## config.mk

```make
export PLATFORM = sky130hd
export DESIGN_NAME = write_grant_arbiter
export DESIGN_NICKNAME = d
export VERILOG_FILES = /design/src/rtl/write_grant_arbiter.sv
export SDC_FILE = /design/constraint.sdc
export NUM_CORES = 1
export LEC_CHECK = 0
export ABC_CLOCK_PERIOD_IN_PS = 26600
export BUFFER_PORTS_ARGS = -buffer_cell sky130_fd_sc_hd__clkbuf_2
export CAP_MARGIN = 10
export CORE_MARGIN = 1
export CORE_UTILIZATION = 40
export CTS_CLUSTER_DIAMETER = 30
export DETAILED_ROUTE_END_ITERATION = 7
export PLACE_DENSITY_LB_ADDON = 0.1
export SYNTH_ARGS = -nofsm -noshare
export SYNTH_HDL_FRONTEND = slang
export SYNTH_SLANG_ARGS = --single-unit
```

## constraint.sdc

```tcl
create_clock -name clk -period 26.6 [get_ports clk]
set_clock_uncertainty 0.05 [all_clocks]
set_input_delay 2.66 -clock clk [delete_from_list [all_inputs] [get_ports clk]]
set_output_delay 2.66 -clock clk [all_outputs]
set_load 0.05 [all_outputs]
```

## src/rtl/write_grant_arbiter.sv

```systemverilog
// write_grant_arbiter: picks one ready port by highest priority, breaking ties
// round-robin from rr_ptr, and holds a one-hot grant until the SRAM write
// controller pulses done. All outputs come straight from flops.
module write_grant_arbiter #(
  parameter  int num_of_ports   = 16,
  parameter  int priority_width = 3,
  localparam int port_idx_width = $clog2(num_of_ports)
) (
  input  logic                                   clk,
  input  logic                                   rst,
  input  logic [num_of_ports*priority_width-1:0] priority_in,
  input  logic [num_of_ports-1:0]                ready,
  input  logic                                   done,
  output logic [num_of_ports-1:0]                grant,
  output logic                                   grant_valid,
  output logic [port_idx_width-1:0]              grant_port,
  output logic [priority_width-1:0]              grant_priority
);

  typedef enum logic [1:0] {IDLE, ARB, GRANT} state_t;

  state_t                    state, state_nxt;
  logic [port_idx_width-1:0] rr_ptr;

  logic                      win_found;
  logic [port_idx_width-1:0] win_idx;
  logic [priority_width-1:0] win_pri;
  logic [port_idx_width-1:0] idx;
  logic [priority_width-1:0] cand_pri;

  logic                      load_grant;
  logic                      clear_grant;

  // Priority search starting at rr_ptr; strict '>' keeps the first tied
  // candidate in scan order, which gives the round-robin tie break.
  // Index arithmetic wraps naturally since num_of_ports is a power of 2.
  always_comb begin
    win_found = 1'b0;
    win_idx   = '0;
    win_pri   = '0;
    idx       = '0;
    cand_pri  = '0;
    for (int k = 0; k < num_of_ports; k++) begin
      idx      = rr_ptr + port_idx_width'(k);
      cand_pri = priority_in[idx*priority_width +: priority_width];
      if (ready[idx] && (!win_found || cand_pri > win_pri)) begin
        win_found = 1'b1;
        win_idx   = idx;
        win_pri   = cand_pri;
      end
    end
  end

  // State register.
  always_ff @(posedge clk) begin
    if (rst) state <= IDLE;
    else     state <= state_nxt;
  end

  // Next-state: IDLE waits one cycle for priority_in to settle before ARB.
  always_comb begin
    state_nxt = state;
    case (state)
      IDLE:    if (|ready) state_nxt = ARB;
      ARB:     state_nxt = win_found ? GRANT : IDLE;
      GRANT:   if (done) state_nxt = IDLE;
      default: state_nxt = IDLE;
    endcase
  end

  // Output controls: load on a successful ARB, clear on done while granting.
  // done outside GRANT is deliberately ignored.
  always_comb begin
    load_grant  = (state == ARB) && win_found;
    clear_grant = (state == GRANT) && done;
  end

  // Registered grant outputs and round-robin pointer.
  always_ff @(posedge clk) begin
    if (rst) begin
      grant          <= '0;
      grant_valid    <= 1'b0;
      grant_port     <= '0;
      grant_priority <= '0;
      rr_ptr         <= '0;
    end else if (load_grant) begin
      grant          <= num_of_ports'(1) << win_idx;
      grant_valid    <= 1'b1;
      grant_port     <= win_idx;
      grant_priority <= win_pri;
    end else if (clear_grant) begin
      grant          <= '0;
      grant_valid    <= 1'b0;
      grant_port     <= '0;
      grant_priority <= '0;
      rr_ptr         <= grant_port + port_idx_width'(1);
    end
  end

endmodule

```

==> results of run 1 <==
-- cell families (layout without fill, tap and decap cells) --
family	count (synthesis)	count (layout)
fa+ha+maj	53	53
xor+xnor	16	16
flops	30	30
compound gates	255	255
buf+inv	93	197
simple gates	279	279
mux	197	197
-- worst register-to-register path: cells and delay by family, from the launching register on --
family / cells / cell delay, ns
adders and majority gates: 16 / 4.45
DFF: 1 / 0.72
AOI/OAI and AO/OA: 72 / 11.77
muxes: 3 / 1.50
and+or+nand+nor: 27 / 4.30
buffers and inverters: 10 / 1.41
-- registers in the layout (all words and copies together) (netlist names) --
name	cells
grant_port	4
grant_valid	1
rr_ptr	4
state	2
grant_priority	3
grant	16
-- layer usage --
metal / track usage, % / up-vias
met5: 0 / -
met2: 43.7 / 390
met3: 6.22 / 65
met1: 44.4 / 4187
li1: - / 3877
met4: 10.2 / 0
-- per-stage QoR --
stage / utilization, % / worst slack (ns) / std cells / hold WS [ns]
floorplan: - / 0.443 / 923 / 0.347
global placement: 45.8 / 0.278 / 1270 / 0.358
detailed placement: 45.8 / -0.102 / 1270 / 0.365
CTS: 46.5 / 0.0893 / 1278 / 0.372
global route: 48.2 / -0.167 / 1292 / 0.403
finish: 48.2 / 1.41 / 1292 / 0.375
-- layout by cell type (no fill, tap or decap), types with 8 or more instances in the layout --
| cell | n |
|---|---|
| sky130_fd_sc_hd__clkbuf_2 | 90 |
| sky130_fd_sc_hd__mux4_2 | 88 |
| sky130_fd_sc_hd__nand2_1 | 85 |
| sky130_fd_sc_hd__mux2i_1 | 78 |
| sky130_fd_sc_hd__nor2_1 | 67 |
| sky130_fd_sc_hd__buf_4 | 58 |
| sky130_fd_sc_hd__ha_1 | 52 |
| sky130_fd_sc_hd__a21oi_1 | 44 |
| sky130_fd_sc_hd__inv_1 | 38 |
| sky130_fd_sc_hd__o21ai_0 | 34 |
| sky130_fd_sc_hd__dfxtp_1 | 27 |
| sky130_fd_sc_hd__mux2_2 | 25 |
| sky130_fd_sc_hd__nand3_1 | 22 |
| sky130_fd_sc_hd__nor3_1 | 21 |
| sky130_fd_sc_hd__a31oi_1 | 21 |
| sky130_fd_sc_hd__a21o_1 | 17 |
| sky130_fd_sc_hd__and2_1 | 13 |
| sky130_fd_sc_hd__nor2b_1 | 12 |
| sky130_fd_sc_hd__a32o_1 | 10 |
| sky130_fd_sc_hd__a21oi_2 | 8 |
| sky130_fd_sc_hd__nand2b_1 | 8 |
| sky130_fd_sc_hd__nor4_1 | 8 |
| sky130_fd_sc_hd__a211oi_1 | 8 |
-- cell type report --
| cell class | instances | area [sq um] | area share [%] |
|---|---|---|---|
| sequential | 30 | 609 | 6.41 |
| clock inverter | 1 | 5.00 | 0.0527 |
| timing repair buffer | 148 | 886 | 9.32 |
| multi-input combinational | 800 | 7370 | 77.6 |
| tap | 265 | 332 | 3.49 |
| inverter | 41 | 154 | 1.62 |
| clock buffer | 7 | 143 | 1.50 |
-- worst min-delay path by stage --
| stage | cells past startpoint | end | slack (ns) | startpoint |
|---|---|---|---|---|
| floorplan | 1 | state[0] | 0.35 | state[0] |
| global placement | 1 | state[0] | 0.36 | state[0] |
| detailed placement | 1 | state[0] | 0.36 | state[0] |
| CTS | 1 | state[0] | 0.37 | state[0] |
| global route | 1 | state[0] | 0.40 | state[0] |
| finish | 1 | state[0] | 0.38 | state[0] |
-- timing repair --
action	CTS	global route
gates resized for setup	0	55
buffers inserted	0	14
setup endpoints to repair	0	23
==> qor.json, run 1 <==
{
  "run_status": "completed",
  "rows": 51,
  "cap_violations": 0,
  "grt_antenna_before_repair": 0,
  "route.detailed.wl_per_inst_um": 24.3,
  "critPathMostFrequentCell": "sky130_fd_sc_hd__ha_1",
  "min_path_type": "register to register",
  "finalMaxSlewViolations": 0,
  "design_area_sq_um": 9500,
  "post-route-period-util_pct": 94.7,
  "regToRegEndpoint": "grant[1]",
  "floorplan.die.height_um": 145,
  "setup.worst_path.start": "priority_in[1]",
  "timing.reg2reg.worst_path_depth": 128,
  "most_instantiated_flip_flop_cell_in_the_synthesis_netlist": "sky130_fd_sc_hd__dfxtp_1",
  "die_x_um": 145,
  "worst-setup-path-type": "input port to register",
  "worst_path_dominant_cell_family": "compound AO/OA/AOI/OAI gates",
  "netlist_top_cells_area": "sky130_fd_sc_hd__mux4_2, sky130_fd_sc_hd__mux2i_1, sky130_fd_sc_hd__ha_1, sky130_fd_sc_hd__dfxtp_1, sky130_fd_sc_hd__nand2_1",
  "yosys_warnings": 0,
  "synth_top_cell_area_share_pct": 24.3,
  "timing.final.setup_violations": 0,
  "drive_above_1_share_pct": 33.2,
  "worst_setup_path_endpoint": "grant[1]",
  "synth.area.mux_share_pct": 38.5,
  "post-route-drc-count": 0,
  "gr-usage-all-layers_pct": 30.3,
  "syn-mean-instance-area_sq_um": 8.82,
  "grt_first_pass_wirelength_um": 47100,
  "cts_inserted_buffers": 5,
  "crit-reg2reg-launch": "rr_ptr[0]",
  "cp_num_buf_inv": 12,
  "critPathRequiredTime_ns": 26.76,
  "routed-wl-met2_um": 13300,
  "clock_tree.htree_level_count": 2,
  "setup_tns_ns": 0,
  "initial_core_utilization_pct": 41.3,
  "worst-path-max-fanout": 11,
  "max_freq_mhz": 39.7,
  "cell_type_with_the_highest_aggregate_area_in_the_netlist": "sky130_fd_sc_hd__mux4_2",
  "dp_hpwl_um": 24800,
  "n_antenna_cell": 0,
  "synth_simple_gate_area_share_pct": 16.7,
  "io_pins": 91,
  "fillerInstances": 1904,
  "cts_tree": "done",
  "instance_area_after_placement_sq_um": 9030,
  "clk_latency_ns": 0.27,
  "critical-path-max-stage-delay_ns": 0.47,
  "number_of_global_route_vias_before_repair": 7684,
  "postSynthRegisterBits": 30,
  "post_synth_xor_area_fraction_pct": 2.23,
  "ctsRootBufferMaster": "sky130_fd_sc_hd__clkbuf_16",
  "dominant_combinational_cell_family_by_area_after_synthesis": "multiplexers",
  "synth_nets": 1043,
  "tritoncts_num_sinks": 30,
  "vias": 8519,
  "final_global_route_overflow_total": 0,
  "maxSlewHeadroom_pct": 25.1,
  "met1_wire_length_um": 14100,
  "synth_enable_flop_cells": 0,
  "worst_setup_path_end_kind": "register",
  "syn_inst": 923,
  "synth_area_sq_um": 8140,
  "finish.net_count": 1146,
  "timing_hold_violations_final": 0,
  "yosys-top-cells-count": "sky130_fd_sc_hd__mux4_2, sky130_fd_sc_hd__nand2_1, sky130_fd_sc_hd__mux2i_1",
  "post_synthesis_compound_gate_area_fraction_pct": 22.2,
  "yosys.area_share.adder_pct": 8.15,
  "top_layer_used": "met4",
  "sequential_fraction_of_the_synthesis_area_pct": 7.38,
  "holdBufCountCts": 0,
  "start_kind": "input port",
  "fin_crit_ns": 25.19,
  "drt_pass1_iterations": 7,
  "synth.most_common_cell": "sky130_fd_sc_hd__mux4_2",
  "clk_pin_slew_worst_paths_ns": 0.05,
  "wire_length_reported_by_the_detailed_router_um": 31400,
  "arrival_ns": 25.35,
  "placeableCoreArea_sq_um": 19700,
  "gp_routability_congestion": 1.01,
  "area_growth_syn_to_layout_pct": 16.7,
  "r2r_slack_ns": 2.34,
  "synth-async-reset-ratio_pct": 0,
  "clockBufferDepth": 2,
  "max_slew.worst_pin.slew_ns": 1.12,
  "io_buffer_count": 90,
  "met3_wirelength_um": 2810,
  "critical_path_cell_count": 131,
  "crit_path_slowest_cell": "sky130_fd_sc_hd__mux4_2",
  "antenna_left": 0,
  "detailedRoute.firstIterationViolations": 761,
  "ys_types": 86,
  "grt_max_degree": 51,
  "dieArea_sq_um": 20900,
  "vias_per_cell": 6.59
}
Power of run 1 is left out: the tool's default activity adds up to more than one toggle a clock period on the data nets, which glitch-free logic cannot reach.
==> run 2: changes to the inputs <==
--- a/config.mk
+++ b/config.mk
@@ -13,6 +13,7 @@
 export CTS_CLUSTER_DIAMETER = 30
 export DETAILED_ROUTE_END_ITERATION = 7
 export PLACE_DENSITY_LB_ADDON = 0.1
+export REMOVE_ABC_BUFFERS = 1
 export SYNTH_ARGS = -nofsm -noshare
 export SYNTH_HDL_FRONTEND = slang
 export SYNTH_SLANG_ARGS = --single-unit
==> run 2 against run 1 <==
  * Register-to-register slack worse by 0.09 ns
  * Worst hold slack worse by 0.0053 ns
  * Wire length is 2.3% lower
  * Non-clock buffer count is 1 higher
==> qor.json, run 2 (same netlist as run 1, synthesis figures left out) <==
{
  "route.detailed.wl_per_inst_um": 23.7,
  "cts_tree": "done",
  "vias_per_cell": 6.51,
  "layout_common_cells": "sky130_fd_sc_hd__clkbuf_2, sky130_fd_sc_hd__mux4_2, sky130_fd_sc_hd__nand2_1, sky130_fd_sc_hd__mux2i_1, sky130_fd_sc_hd__nor2_1",
  "finalMaxSlewViolations": 0,
  "io_pins": 91,
  "holdBufCountCts": 0,
  "n_antenna_cell": 0,
  "arrival_ns": 25.14,
  "fin_crit_ns": 25.03,
  "multi_input_gate_area_sq_um": 7340,
  "critical-path-max-stage-delay_ns": 0.62,
  "crit_path_slowest_cell": "sky130_fd_sc_hd__mux4_2",
  "tritoncts_num_sinks": 30,
  "grt_antenna_before_repair": 0,
  "finish.net_count": 1147,
  "placeableCoreArea_sq_um": 19700,
  "io_buffer_count": 90,
  "ff_latch_area_sq_um": 609,
  "antenna_left": 0,
  "clk_latency_ns": 0.28,
  "rows": 51,
  "critPathRequiredTime_ns": 26.71,
  "clk_pin_slew_worst_paths_ns": 0.05,
  "design_area_sq_um": 9480,
  "worst-setup-path-type": "input port to register",
  "grt_max_degree": 43,
  "dp_hpwl_um": 24200,
  "worst-path-max-fanout": 10,
  "timing.reg2reg.worst_path_depth": 130,
  "dieArea_sq_um": 20900,
  "max_reg_flops": 16,
  "timing_hold_violations_final": 0,
  "worst_hold_startpoint": "state[0]",
  "r2r_slack_ns": 2.25,
  "ctsRootBufferMaster": "sky130_fd_sc_hd__clkbuf_16",
  "hold_end": "state[0]",
  "wire_length_reported_by_the_detailed_router_um": 30700,
  "post-route-period-util_pct": 94.1,
  "cap_violations": 0,
  "cts_inserted_buffers": 5,
  "register_with_the_highest_flop_count": "grant",
  "drive_above_1_share_pct": 33.1,
  "gr-usage-all-layers_pct": 29.7,
  "post-route-drc-count": 0,
  "run_status": "completed",
  "gp_routability_congestion": 1.01,
  "max_slew.worst_pin.slew_ns": 1.17,
  "start_kind": "input port",
  "regToRegEndpoint": "grant[3]",
  "max_freq_mhz": 40.0,
  "layout.cells.most_common": "sky130_fd_sc_hd__clkbuf_2",
  "timing.final.setup_violations": 0,
  "critPathMostFrequentCell": "sky130_fd_sc_hd__ha_1",
  "fillerInstances": 1936,
  "final_global_route_overflow_total": 0,
  "largest_regs": "grant (16), grant_port (4), rr_ptr (4)",
  "min_path_type": "register to register",
  "grt_first_pass_wirelength_um": 46300,
  "maxSlewHeadroom_pct": 20.2,
  "drt_pass1_iterations": 5,
  "setup_tns_ns": 0,
  "die_x_um": 145,
  "floorplan.die.height_um": 145,
  "instance_area_after_placement_sq_um": 9070,
  "area_growth_syn_to_layout_pct": 16.5,
  "crit-reg2reg-launch": "rr_ptr[1]",
  "initial_core_utilization_pct": 41.3,
  "detailedRoute.firstIterationViolations": 699,
  "vias": 8415,
  "worst_setup_path_end_kind": "register",
  "clock_tree.htree_level_count": 2,
  "clockBufferDepth": 2,
  "hold-path-cell-count": 1,
  "number_of_global_route_vias_before_repair": 7758
}
[run 2: cell type report]
| type | count | area share [%] |
|---|---|---|
| multi-input combinational | 800 | 77.5 |
| clock inverter | 2 | 0.119 |
| timing repair buffer | 149 | 9.42 |
| tap | 265 | 3.50 |
| clock buffer | 6 | 1.46 |
| sequential | 30 | 6.43 |
| inverter | 41 | 1.62 |
[run 2: critical path: cells and delay by family]
family | cells | cell delay (ns)
buffers and inverters | 12 | 1.69
adder cells (fa/ha/maj) | 15 | 3.99
AND/OR/NAND/NOR | 28 | 3.98
multiplexers | 3 | 1.05
AO/OA/AOI/OAI | 71 | 11.75
[run 2: layer usage]
| layer | global-route usage (%) | part of all wire, % | vias to the layer above |
|---|---|---|---|
| li1 | - | - | 3879 |
| met1 | 41.5 | 44 | 4112 |
| met2 | 46.4 | 45 | 369 |
| met3 | 4.90 | 7.8 | 55 |
| met4 | 9.81 | 3.3 | 0 |
| met5 | 0 | 0 | - |
[run 2: what timing repair did]
item                       4_1_cts  5_1_grt
resized for setup                0       49
setup endpoints to repair        0       23
setup buffers                    0        9
[run 2: how the worst max path moves through the flow]
stage | start | end | cells past startpoint
4_1_cts | ready[7] | grant[0] | 125
3_3_place_gp | ready[7] | grant[1] | 127
5_1_grt | ready[2] | grant[1] | 131
2_1_floorplan | rr_ptr[0] | grant[0] | 124
3_5_place_dp | ready[0] | grant[1] | 127
6_report | ready[0] | grant[3] | 129
[run 2: through the flow]
stage	hold slack (ns)	util [%]	cells	worst slack [ns]
5_1_grt	0.409	48.1	1293	-0.0660
3_5_place_dp	0.365	46.0	1276	0.0888
2_1_floorplan	0.347	-	871	-0.302
4_1_cts	0.372	46.8	1284	0.275
3_3_place_gp	0.360	46.0	1276	0.540
6_report	0.370	48.1	1293	1.57
Power of run 2 is left out for the same reason.
